<file path="src/rtl/pipe_register_if.sv">
`default_nettype none
// +----------------------------------------------------------------------+
// | pipe_register_if : control/data bundle for pipe_register             |
// | Build option: PIPE_REGISTER_PARITY_EN adds the parity_err signal.    |
// | Revision: 1.0                                                        |
// +----------------------------------------------------------------------+
interface pipe_register_if #(
    parameter int WIDTH  = 64,
    parameter int STAGES = 2
);
    logic                         stall;
    logic                         flush;
    logic                         in_valid;
    logic [WIDTH-1:0]             D;
    logic [WIDTH-1:0]             Q;
    logic                         out_valid;
    logic [$clog2(STAGES+1)-1:0]  occupancy;
`ifdef PIPE_REGISTER_PARITY_EN
    logic                         parity_err;

    modport master (
        output stall, flush, in_valid, D,
        input  Q, out_valid, occupancy, parity_err
    );
    modport slave (
        input  stall, flush, in_valid, D,
        output Q, out_valid, occupancy, parity_err
    );
`else
    modport master (
        output stall, flush, in_valid, D,
        input  Q, out_valid, occupancy
    );
    modport slave (
        input  stall, flush, in_valid, D,
        output Q, out_valid, occupancy
    );
`endif
endinterface
`default_nettype wire

</file>
<file path="src/rtl/pipe_register.sv">
`default_nettype none
// +----------------------------------------------------------------------+
// | pipe_register : STAGES-deep register pipe with valid, stall, flush.  |
// | Build option: PIPE_REGISTER_PARITY_EN stores even parity per stage.  |
// | Revision: 1.0                                                        |
// +----------------------------------------------------------------------+
module pipe_register #(
    parameter int               WIDTH       = 64,
    parameter int               STAGES      = 2,
    parameter logic [WIDTH-1:0] RESET_VALUE = '0
) (
    input  wire logic          clk,
    input  wire logic          reset,
    pipe_register_if.slave     bus
);
    localparam int OCC_W = $clog2(STAGES + 1);

    generate
        if (STAGES < 1) begin : g_bad_stages
            $error("pipe_register: STAGES must be at least 1");
        end
    endgenerate

    logic [STAGES-1:0][WIDTH-1:0] data;
    logic [STAGES-1:0]            vld;
    logic [OCC_W-1:0]             count;

    // Reset and flush share one clearing path; stall only blocks the shift.
    always_ff @(posedge clk) begin
        if (!reset || bus.flush) begin
            for (int i = 0; i < STAGES; i++) begin
                data[i] <= RESET_VALUE;
            end
            vld <= '0;
        end else if (!bus.stall) begin
            data[0] <= bus.D;
            vld[0]  <= bus.in_valid;
            for (int i = 1; i < STAGES; i++) begin
                data[i] <= data[i-1];
                vld[i]  <= vld[i-1];
            end
        end
    end

    always_comb begin
        count = '0;
        for (int i = 0; i < STAGES; i++) begin
            count = count + OCC_W'(vld[i]);
        end
    end

    assign bus.Q         = data[STAGES-1];
    assign bus.out_valid = vld[STAGES-1];
    assign bus.occupancy = count;

`ifdef PIPE_REGISTER_PARITY_EN
    logic [STAGES-1:0] par;

    always_ff @(posedge clk) begin
        if (!reset || bus.flush) begin
            par <= {STAGES{^RESET_VALUE}};
        end else if (!bus.stall) begin
            par[0] <= ^bus.D;
            for (int i = 1; i < STAGES; i++) begin
                par[i] <= par[i-1];
            end
        end
    end

    assign bus.parity_err = vld[STAGES-1] & ((^data[STAGES-1]) != par[STAGES-1]);
`endif
endmodule
`default_nettype wire

</file>
<file path="src/flat_wrapper.sv">
// flat-port wrapper written by rule: the top's interface ports become plain ports
module pipe_register_flat 
#(
    parameter int               WIDTH       = 64,
    parameter int               STAGES      = 2,
    parameter logic [WIDTH-1:0] RESET_VALUE = '0
)
  (clk, reset, bus_stall, bus_flush, bus_in_valid, bus_D, bus_Q, bus_out_valid, bus_occupancy);
  pipe_register_if #(.WIDTH(WIDTH), .STAGES(STAGES)) bus_i ();
  input  wire logic clk;
  input  wire logic reset;
  input wire logic [$bits(bus_i.stall)-1:0] bus_stall;
  input wire logic [$bits(bus_i.flush)-1:0] bus_flush;
  input wire logic [$bits(bus_i.in_valid)-1:0] bus_in_valid;
  input wire logic [$bits(bus_i.D)-1:0] bus_D;
  output wire logic [$bits(bus_i.Q)-1:0] bus_Q;
  output wire logic [$bits(bus_i.out_valid)-1:0] bus_out_valid;
  output wire logic [$bits(bus_i.occupancy)-1:0] bus_occupancy;
  assign bus_i.stall = bus_stall;
  assign bus_i.flush = bus_flush;
  assign bus_i.in_valid = bus_in_valid;
  assign bus_i.D = bus_D;
  assign bus_Q = bus_i.Q;
  assign bus_out_valid = bus_i.out_valid;
  assign bus_occupancy = bus_i.occupancy;
  pipe_register #(.WIDTH(WIDTH), .STAGES(STAGES), .RESET_VALUE(RESET_VALUE)) u_core (.clk(clk), .reset(reset), .bus(bus_i));
endmodule
</file>
<file path="config.mk">
export PLATFORM = sky130hd
export DESIGN_NAME = pipe_register_flat
export DESIGN_NICKNAME = d
export VERILOG_FILES = /design/src/rtl/pipe_register_if.sv /design/src/rtl/pipe_register.sv /design/src/flat_wrapper.sv
export SDC_FILE = /design/constraint.sdc
export NUM_CORES = 1
export LEC_CHECK = 0
export ABC_CLOCK_PERIOD_IN_PS = 1500
export CORE_MARGIN = 4
export CORE_UTILIZATION = 40
export CTS_CLUSTER_SIZE = 25
export DETAILED_ROUTE_END_ITERATION = 8
export PLACE_DENSITY = 0.68
export SLEW_MARGIN = 20
export SYNTH_ARGS = -nofsm -noshare
export SYNTH_HDL_FRONTEND = slang
export SYNTH_SLANG_ARGS = --single-unit
</file>
<file path="constraint.sdc">
create_clock -name clk -period 1.5 [get_ports clk]
set_clock_uncertainty 0.15 [all_clocks]
set_input_delay 0.45 -clock clk [delete_from_list [all_inputs] [get_ports clk]]
set_output_delay 0.45 -clock clk [all_outputs]
set_load 0.02 [all_outputs]
</file>
======== After elaboration in Yosys (flattened, before gate mapping) ========
Cells that the tools add are included.
word-level totals
  bits in registers ....................... 130
  input port bits ......................... 69
  output and inout port bits .............. 67
operators by class
  add/sub/neg operators ................... 1
  reductions and logical operators ........ 2
operators by type and width
  cell                                    number
  1-bit by 1-bit adder with 2-bit output  1
  1-bit zero test                         1
  1-bit logical OR                        1

======== Depth between registers and ports, before layout ========
Gate-level depths: netlist of the first run.
  depth after elaboration ................. 2
  depth in mapped cells ................... 5
  gate-level depth less buffers ........... 2

======== Worst setup path before layout of the first run ========
No wires, ideal clock.
  path type ............................... register to output
  start ................................... register u_core.vld[1]
  end ..................................... output bus_occupancy[0]
  arrival ................................. 0.774 ns
  data required time ...................... 0.900 ns
  setup slack ............................. 0.126 ns
  stages on the path, launching flop included .. 2
  path buffers ............................ 0
  path through ............................ dfxtp_1 ha_1
between the ends
  longest elaborated chain between the ends .. 1
ends and longest elaborated chain
  item                                    line                 text
  start: declaration                      pipe_register.sv:25  logic [STAGES-1:0] vld;
  start signal: indexed assignment        pipe_register.sv:40  vld[i] <= vld[i-1];
  1-bit by 1-bit adder with 2-bit output  pipe_register.sv:48  count = count + OCC_W'(vld[i]);
  end: declaration                        flat_wrapper.sv:18   output wire logic [$bits(bus_i.occupancy)-1:0] bus_occupancy;
Every way passes these cells.

======== Worst setup path in the final report of the first run ========
  start ................................... register u_core.vld[0]
  end ..................................... output bus_occupancy[0]
Same word-level chain as after synthesis.

==> impl_metrics.json, run 1 <==
{
  "drive_above_1_share": 0.314,
  "setup_slack_ns": -0.195,
  "final_area_um2": 7000,
  "holdWs_ns": 0.297,
  "ys_top_cells_by_count": "130 x dfxtp_1, 130 x mux2i_1, 130 x nor2_1",
  "synth.avg_cell_area_um2": 10.7,
  "dr.pass1.iters": 4,
  "status": "finished, violations left",
  "route.met3.wl_um": 985,
  "slew_headroom": 0.860,
  "dr.first_iter.drc_count": 131,
  "muxShareOfSynthArea": 0.250,
  "hpwlAfterDp_um": 6780,
  "gp_congestion": 0.734,
  "min_path_cells": 3,
  "syn_inst": 485,
  "cts_buffers": 17,
  "route.met2.wl_um": 4340,
  "rsz0062_at_grt": "yes",
  "setup_tns_ns": -0.392,
  "nFillCells": 1118,
  "clock.fmax_mhz": 590,
  "cts.sinks": 130,
  "rr_worst_depth": 3,
  "htree_levels": 4,
  "hold_path.class": "in -> reg",
  "initial_utilization": 0.411,
  "synth_compound_area_frac": 0,
  "yosysUniqueCellTypes": 9,
  "die_h_um": 122,
  "fp-row-count": 41,
  "async_reset_ff_frac": 0,
  "worstSetupPathType": "reg -> out",
  "nNetsFinal": 635,
  "vias_per_cell": 4.42,
  "clk_latency_ns": 0.40,
  "tightest_slew_ns": 0.211,
  "synthAdderAreaFrac": 0.00240,
  "tritoncts": "yes",
  "leakage_uw": 0.00309,
  "vias": 3312,
  "ys_seq_area_frac": 0.500,
  "crit_fanout": 2,
  "synth_edf_count": 0,
  "finalCritPeriodShare": 1.13,
  "antenna_found_initial": 0,
  "io_pins": 136,
  "grt-ovfl-total": 0,
  "grt_pass1_wl_um": 15800,
  "cts_root_buf": "clkbuf_16",
  "routedWlPerCell_um": 13.0,
  "core_um2": 12700,
  "wl_met1_um": 4310,
  "yosys-top-cells-area": "dfxtp_1 50%, mux2i_1 25%, buf_4 9.8%",
  "maxCapViolCount": 0,
  "highest_layer": "met4",
  "clock_path_buffers": 2,
  "utilization": 0.553,
  "area_growth_pct": 34.5,
  "ys_warn_count": 0,
  "period_needed_ns": 1.70,
  "dieWidth_um": 122,
  "irDropWorstVdd_mv": 0.620,
  "powerDensity_nw_per_um2": 1200,
  "grt_pass1_vias": 3339,
  "cp.required_ns": 0.90,
  "yosysTopAreaCell": "dfxtp_1",
  "wl_um": 9750,
  "yosys_register_bits": 130,
  "synth_top_family_by_area": "multiplexers",
  "diodes": 0,
  "cp-start-kind": "flop",
  "grt_max_degree": 43,
  "crit_path_end_kind": "output port",
  "synth_top_area_frac": 0.500,
  "slew_violations": 0,
  "grt_use_total": 0.135,
  "synth-main-ff-cell": "dfxtp_1",
  "arrival_ns": 1.10,
  "yosys.area_share.simple": 0.0949,
  "synth_xor_area_frac": 0,
  "dpl-instance-area_um2": 6210,
  "setup-violations-final": 3,
  "port_buffers": 135,
  "r2r_setup_slack_ns": 0.58,
  "synthesis.area_um2": 5210,
  "fp.dieArea_um2": 14900,
  "detail_route.drc_violations": 0,
  "violations": "setup timing",
  "hold_viol": 0,
  "path_clk_slew_ns": 0.05,
  "ant_nets": 0,
  "syn-num-nets": 555
}
## kinds of logic after synthesis
logic type	after synthesis
simple gates	131
mux	130
buf+inv	93
flops	130
fa+ha+maj	1
## layer usage
| metal | vias up | global-route usage |
|---|---|---|
| met5 | - | 0 |
| met4 | 0 | 0.0504 |
| met3 | 10 | 0.0720 |
| met2 | 102 | 0.199 |
| met1 | 1515 | 0.167 |
| li1 | 1685 | - |
## where the power goes
| group | switching [µW] | internal, µW | total [µW] | leakage [µW] |
|---|---|---|---|---|
| combinational | 257 | 369 | 626 | 0.00171 |
| sequential | 38.1 | 3530 | 3570 | 0.00109 |
| clock | 1360 | 2830 | 4180 | 0.000298 |
## layout by cell type, fill, tap and decap left out, drive strengths merged
cell type	Yosys	routed
nand2b	1	1
ha	1	1
nor2	130	130
buf	89	87
dfxtp	130	130
clkbuf	4	27
mux2i	130	130
bufinv	0	3
clkdlybuf4s50	0	67
clkinv	0	1
## final cells by class
class	instances	area, µm²	area share
Sequential cell	130	2690	0.383
Multi-Input combinational cell	262	1830	0.261
Timing Repair Buffer	154	1670	0.238
Clock buffer	27	513	0.0733
Tap cell	172	215	0.0307
Clock inverter	4	95.1	0.0136
## state kept, by name, summed over array words and instances (netlist names)
register and flops:
u_core.bus.Q 64, u_core.vld 2, u_core.data 64
## path summary, 6_finish.rpt
kind,to,start
max,bus_occupancy[0],u_core.vld[0]$_SDFFE_PP0N_
min,u_core.data[6]$_SDFFE_PP0N_,bus_stall
max reg2reg,u_core.vld[1]$_SDFFE_PP0N_,u_core.vld[1]$_SDFFE_PP0N_
min reg2reg,u_core.bus.Q[17]$_SDFFE_PP0N_,u_core.data[17]$_SDFFE_PP0N_
## stage by stage
stage | std cells | power (µW) | worst slack [ns]
after floorplan | 485 | 4040 | 0.126
after detailed placement | 717 | 4260 | -0.277
final | 749 | 8380 | -0.195
after global placement | 717 | 4250 | -0.281
after CTS | 749 | 8490 | -0.224
after global routing | 749 | 8710 | -0.241
## repair_timing
item                                    4_1_cts  5_1_grt
resized for setup                           413       56
endpoints found under the setup margin       67       40
hold endpoints to repair                      0        0
pin swaps                                     1        0
hold buffers                                  0        0
buffers inserted                              1        0
## critical path: stages, from the launching register on
cell     delay [ns]
dfxtp_2        0.33
ha_4           0.26
buf_6          0.10
(Power assumes the default switching activity.)
==> run 2, diff against run 1 <==
ABC_CLOCK_PERIOD_IN_PS = 2000   (was 1500)
CTS_CLUSTER_SIZE = unset   (was 25)
clock period = 2 ns   (was 1.5 ns; I/O delays follow)
==> run 2 against run 1 <==
Effect of this change:
- the run now ends clean
- sequential power fell by 25%
- worst setup slack improved by 0.28 ns
- sequential share of layout area rose by 1.2 points
- largest power group unchanged
==> impl_metrics.json, run 2 (synthesized netlist as in run 1, its figures left out) <==
{
  "area_growth_pct": 26.6,
  "io_pins": 136,
  "pwr-share-seq": 0.447,
  "rsz0062_at_grt": "no",
  "path_clk_slew_ns": 0.05,
  "dr.pass1.iters": 4,
  "finalCritPeriodShare": 0.960,
  "hold_path.class": "reg -> reg",
  "fp.dieArea_um2": 14900,
  "switching_share": 0.203,
  "tightest_slew_ns": 0.255,
  "cpPeakStageDelay_ns": 0.32,
  "core_um2": 12700,
  "nNetsFinal": 624,
  "clockPowerShare": 0.478,
  "cts.repair.resized": 71,
  "port_buffers": 135,
  "cpMaxStageDelayCell": "dfxtp_1",
  "hold_buffers": 0,
  "nFillCells": 1217,
  "vias_per_cell": 4.41,
  "grt-ovfl-total": 0,
  "period_needed_ns": 1.92,
  "maxCapViolCount": 0,
  "status": "finished, final reports clean",
  "wl_um": 9450,
  "gp_congestion": 0.707,
  "crit_path_end_kind": "output port",
  "cp.required_ns": 1.25,
  "grt_pass1_vias": 3254,
  "arrival_ns": 1.17,
  "cts_buffers": 17,
  "holdWs_ns": 0.334,
  "grt_use_total": 0.129,
  "vias": 3251,
  "cts.sinks": 130,
  "power_switching_uw": 1210,
  "hold_viol": 0,
  "detail_route.drc_violations": 0,
  "drive_above_1_share": 0.0689,
  "initial_utilization": 0.411,
  "grt_max_degree": 49,
  "cts_root_buf": "clkbuf_16",
  "leakage_uw": 0.00311,
  "tritoncts": "yes",
  "clock_path_buffers": 2,
  "powerDensity_nw_per_um2": 907,
  "dieWidth_um": 122,
  "ant_nets": 0,
  "diodes": 0,
  "cp_num_buf_inv": 1,
  "combPwrFrac": 0.075,
  "irDropWorstVdd_mv": 0.447,
  "p_int_uw": 4760,
  "clk_latency_ns": 0.40,
  "die_h_um": 122,
  "slew_violations": 0,
  "post-cts-setup-buffers": 0,
  "fp-row-count": 41,
  "htree_levels": 4,
  "clock.fmax_mhz": 521,
  "worstSetupPathType": "reg -> out",
  "dr.first_iter.drc_count": 129,
  "utilization": 0.520,
  "antenna_found_initial": 0,
  "setup-violations-final": 0,
  "grt_pass1_wl_um": 15300,
  "layout_common_cells": "130 x mux2i_1, 130 x nor2_1, 130 x dfxtp_1, 67 x clkdlybuf4s50_1, 65 x dlygate4sd2_1",
  "hpwlAfterDp_um": 6580,
  "crit_fanout": 3,
  "routedWlPerCell_um": 12.8,
  "slew_headroom": 0.830,
  "crit_family": "flip-flops",
  "crit_chain": "ha_1, buf_2",
  "cp-start-kind": "flop",
  "setup_tns_ns": 0
}
-- run 2: cell count changes in the layout (fill, tap and decap cells not counted), sizes merged --
cell	previous run	this run
dlygate4sd2	0	65
buf	87	10
clkinv	1	4
bufinv	3	1
-- run 2: stage by stage --
stage / instance area, µm² / std cells / power, µW / worst slack (ns)
3_5_place_dp: 6120 / 707 / 3190 / 0.0594
4_1_cts: 6590 / 738 / 6060 / 0.0188
6_report: 6590 / 738 / 5970 / 0.0806
3_3_place_gp: 6120 / 707 / 3170 / 0.0702
5_1_grt: 6590 / 738 / 6230 / 0.0311
2_1_floorplan: 5210 / 485 / 3030 / 0.476
-- run 2: final cells by class --
class / count / area [µm²] / area share
multi-input combinational: 262 / 1820 / 0.276
clock inverter: 5 / 50.0 / 0.00760
tap: 172 / 215 / 0.0327
clock buffer: 26 / 509 / 0.0773
timing repair buffer: 143 / 1400 / 0.212
sequential: 130 / 2600 / 0.395
-- run 2: worst reg2reg max path, cell delays in order (launching register included) --
cell and delay, ns:
dfxtp_1 0.31, mux2i_1 0.18, nor2_1 0.06
-- run 2: routing by layer --
metal,up-vias,GRT usage,part of all wire
met5,-,0,0
met4,0,0.0567,0.015
met3,13,0.0608,0.095
met2,101,0.194,0.43
met1,1478,0.158,0.46
li1,1659,-,-
-- run 2: path summary, 6_finish.rpt --
check                                    start                             to  slack, ns  depth (start not counted)
hold / removal    u_core.data[34]$_SDFFE_PP0N_  u_core.bus.Q[34]$_SDFFE_PP0N_       0.33                          2
hold reg to reg   u_core.data[34]$_SDFFE_PP0N_  u_core.bus.Q[34]$_SDFFE_PP0N_       0.33                          2
setup reg to reg  u_core.data[28]$_SDFFE_PP0N_   u_core.data[28]$_SDFFE_PP0N_       1.20                          2
setup / recovery    u_core.vld[1]$_SDFFE_PP0N_               bus_occupancy[0]       0.08                          2
-- run 2: power groups by stage --
stage          combinational [µW]  sequential, µW  clock [µW]
4_1_cts                       453            2670        2940
2_1_floorplan                 308            2720           0
6_report                      446            2670        2860
3_3_place_gp                  449            2720           0
5_1_grt                       484            2680        3060
3_5_place_dp                  458            2730           0
==> run 3, diff against run 2 <==
REMOVE_ABC_BUFFERS = 1   (was unset)
==> run 3 against run 2 <==
Effect of this change:
- non-clock buffer count increased by 3
- count of clock-buffer cells in the layout is 3 lower
- final cell count rose by 0.14%
- sequential cell count stayed put
- sequential share of layout area decreased by 0.35 points
- maximum frequency increased by 0.43%
- global-route usage rose by 0.29 points
- largest cell class unchanged
==> impl_metrics.json, run 3 (synthesized netlist as in run 1, its figures left out) <==
{
  "hpwlAfterDp_um": 6740,
  "final_area_um2": 6650,
  "grt_pass1_vias": 3324,
  "crit_chain": "ha_1, buf_2",
  "cts_buffers": 17,
  "wl_um": 9430,
  "grt_use_total": 0.132,
  "setup-violations-final": 0,
  "core_um2": 12700,
  "top_usage_layer": "met2",
  "post-cts-setup-buffers": 0,
  "leakage_uw": 0.00314,
  "initial_utilization": 0.411,
  "cpPeakStageDelay_ns": 0.32,
  "met2_usage": 0.213,
  "cts_root_buf": "clkbuf_16",
  "status": "finished, final reports clean",
  "fp-row-count": 41,
  "irDropWorstVdd_mv": 0.506,
  "met3_usage": 0.0594,
  "dr.first_iter.drc_count": 135,
  "die_h_um": 122,
  "path_clk_slew_ns": 0.05,
  "fp.dieArea_um2": 14900,
  "maxCapViolCount": 0,
  "hold_buffers": 0,
  "rsz0062_at_grt": "no",
  "cp.required_ns": 1.25,
  "crit_family": "flip-flops",
  "hold_viol": 0,
  "worstSetupPathType": "reg -> out",
  "hold_path.class": "reg -> reg",
  "diodes": 0,
  "ant_nets": 0,
  "htree_levels": 4,
  "io_pins": 136,
  "dieWidth_um": 122,
  "clock.fmax_mhz": 523,
  "rr_endpoint": "u_core.data[5]$_SDFFE_PP0N_",
  "tightest_slew_ns": 0.263,
  "clock_path_buffers": 2,
  "crit_fanout": 3,
  "slew_violations": 0,
  "grt.met1_usage": 0.152,
  "routedWlPerCell_um": 12.8,
  "clk_latency_ns": 0.40,
  "worstReg2RegStart": "u_core.data[5]$_SDFFE_PP0N_",
  "grt_pass1_wl_um": 15600,
  "gp_congestion": 0.730,
  "layout_common_cells": "130 x mux2i_1, 130 x nor2_1, 130 x dfxtp_1, 67 x clkdlybuf4s50_1, 65 x dlygate4sd2_1",
  "slew_headroom": 0.824,
  "whs_endpoint": "u_core.bus.Q[62]$_SDFFE_PP0N_",
  "vias_per_cell": 4.45,
  "pre_cts_ws_ns": 0.0673,
  "vias": 3292,
  "period_needed_ns": 1.91,
  "cp_num_buf_inv": 1,
  "grt-ovfl-total": 0,
  "r2r_setup_slack_ns": 1.22,
  "arrival_ns": 1.16,
  "drive_above_1_share": 0.0723,
  "dr.pass1.iters": 4,
  "power_uw": 6150,
  "setup_slack_ns": 0.0888,
  "detail_route.drc_violations": 0,
  "rr_worst_depth": 2,
  "antenna_found_initial": 0,
  "nNetsFinal": 627,
  "cpMaxStageDelayCell": "dfxtp_1",
  "cp-start-kind": "flop",
  "finalCritPeriodShare": 0.956,
  "dpl-instance-area_um2": 6160,
  "worstHoldStart": "u_core.bus.Q[62]$_SDFFE_PP0N_",
  "min_path_cells": 2,
  "cts.sinks": 130,
  "area_growth_pct": 27.7,
  "powerDensity_nw_per_um2": 925,
  "tritoncts": "yes",
  "grt_max_degree": 49,
  "nFillCells": 1196,
  "utilization": 0.525,
  "port_buffers": 135,
  "setup_tns_ns": 0,
  "crit_path_end_kind": "output port"
}
[run 3: worst max-delay path by stage]
stage                               start  depth (start not counted)                      endpoint  slack (ns)
5_1_grt        u_core.vld[1]$_SDFFE_PP0N_                          2              bus_occupancy[0]        0.02
4_1_cts        u_core.vld[1]$_SDFFE_PP0N_                          2              bus_occupancy[1]        0.04
3_5_place_dp   u_core.vld[1]$_SDFFE_PP0N_                          2              bus_occupancy[0]        0.07
2_1_floorplan                   bus_flush                          2  u_core.bus.Q[0]$_SDFFE_PP0N_       -1.37
3_3_place_gp   u_core.vld[1]$_SDFFE_PP0N_                          2              bus_occupancy[0]        0.08
6_report       u_core.vld[1]$_SDFFE_PP0N_                          2              bus_occupancy[0]        0.09
[run 3: worst register-to-register path, stage by stage (launching register included)]
cell,delay (ns)
dfxtp_1,0.31
mux2i_1,0.14
nor2_1,0.06
[run 3: cell type report]
cell class	count	area, µm²	share of cell area
Clock inverter	6	105	0.0158
Multi-Input combinational cell	262	1820	0.273
Sequential cell	130	2600	0.391
Timing Repair Buffer	146	1430	0.215
Tap cell	172	215	0.0324
Clock buffer	23	478	0.0719
[run 3: what timing repair did]
item	4_1_cts	5_1_grt
endpoints found under the setup margin	67	1
resized for setup	72	1
endpoints found under the hold margin	0	0
[run 3: per-stage QoR]
| step | hold slack (ns) | cells |
|---|---|---|
| floorplan | 0.310 | 392 |
| global placement | 0.314 | 710 |
| detailed placement | 0.327 | 710 |
| CTS | 0.340 | 739 |
| global route | 0.356 | 739 |
| finish | 0.334 | 739 |
[run 3: routing by layer]
metal	vias up	wire (µm)
li1	1664	-
met5	-	0
met1	1532	4040
met4	0	100
met3	8	766
met2	88	4520
[run 3: power breakdown]
| part | switching (µW) | internal [µW] | leakage, µW |
|---|---|---|---|
| sequential | 26.0 | 2650 | 0.00105 |
| combinational | 190 | 261 | 0.00180 |
| clock | 995 | 2030 | 0.000289 |
| total | 1210 | 4940 | 0.00314 |
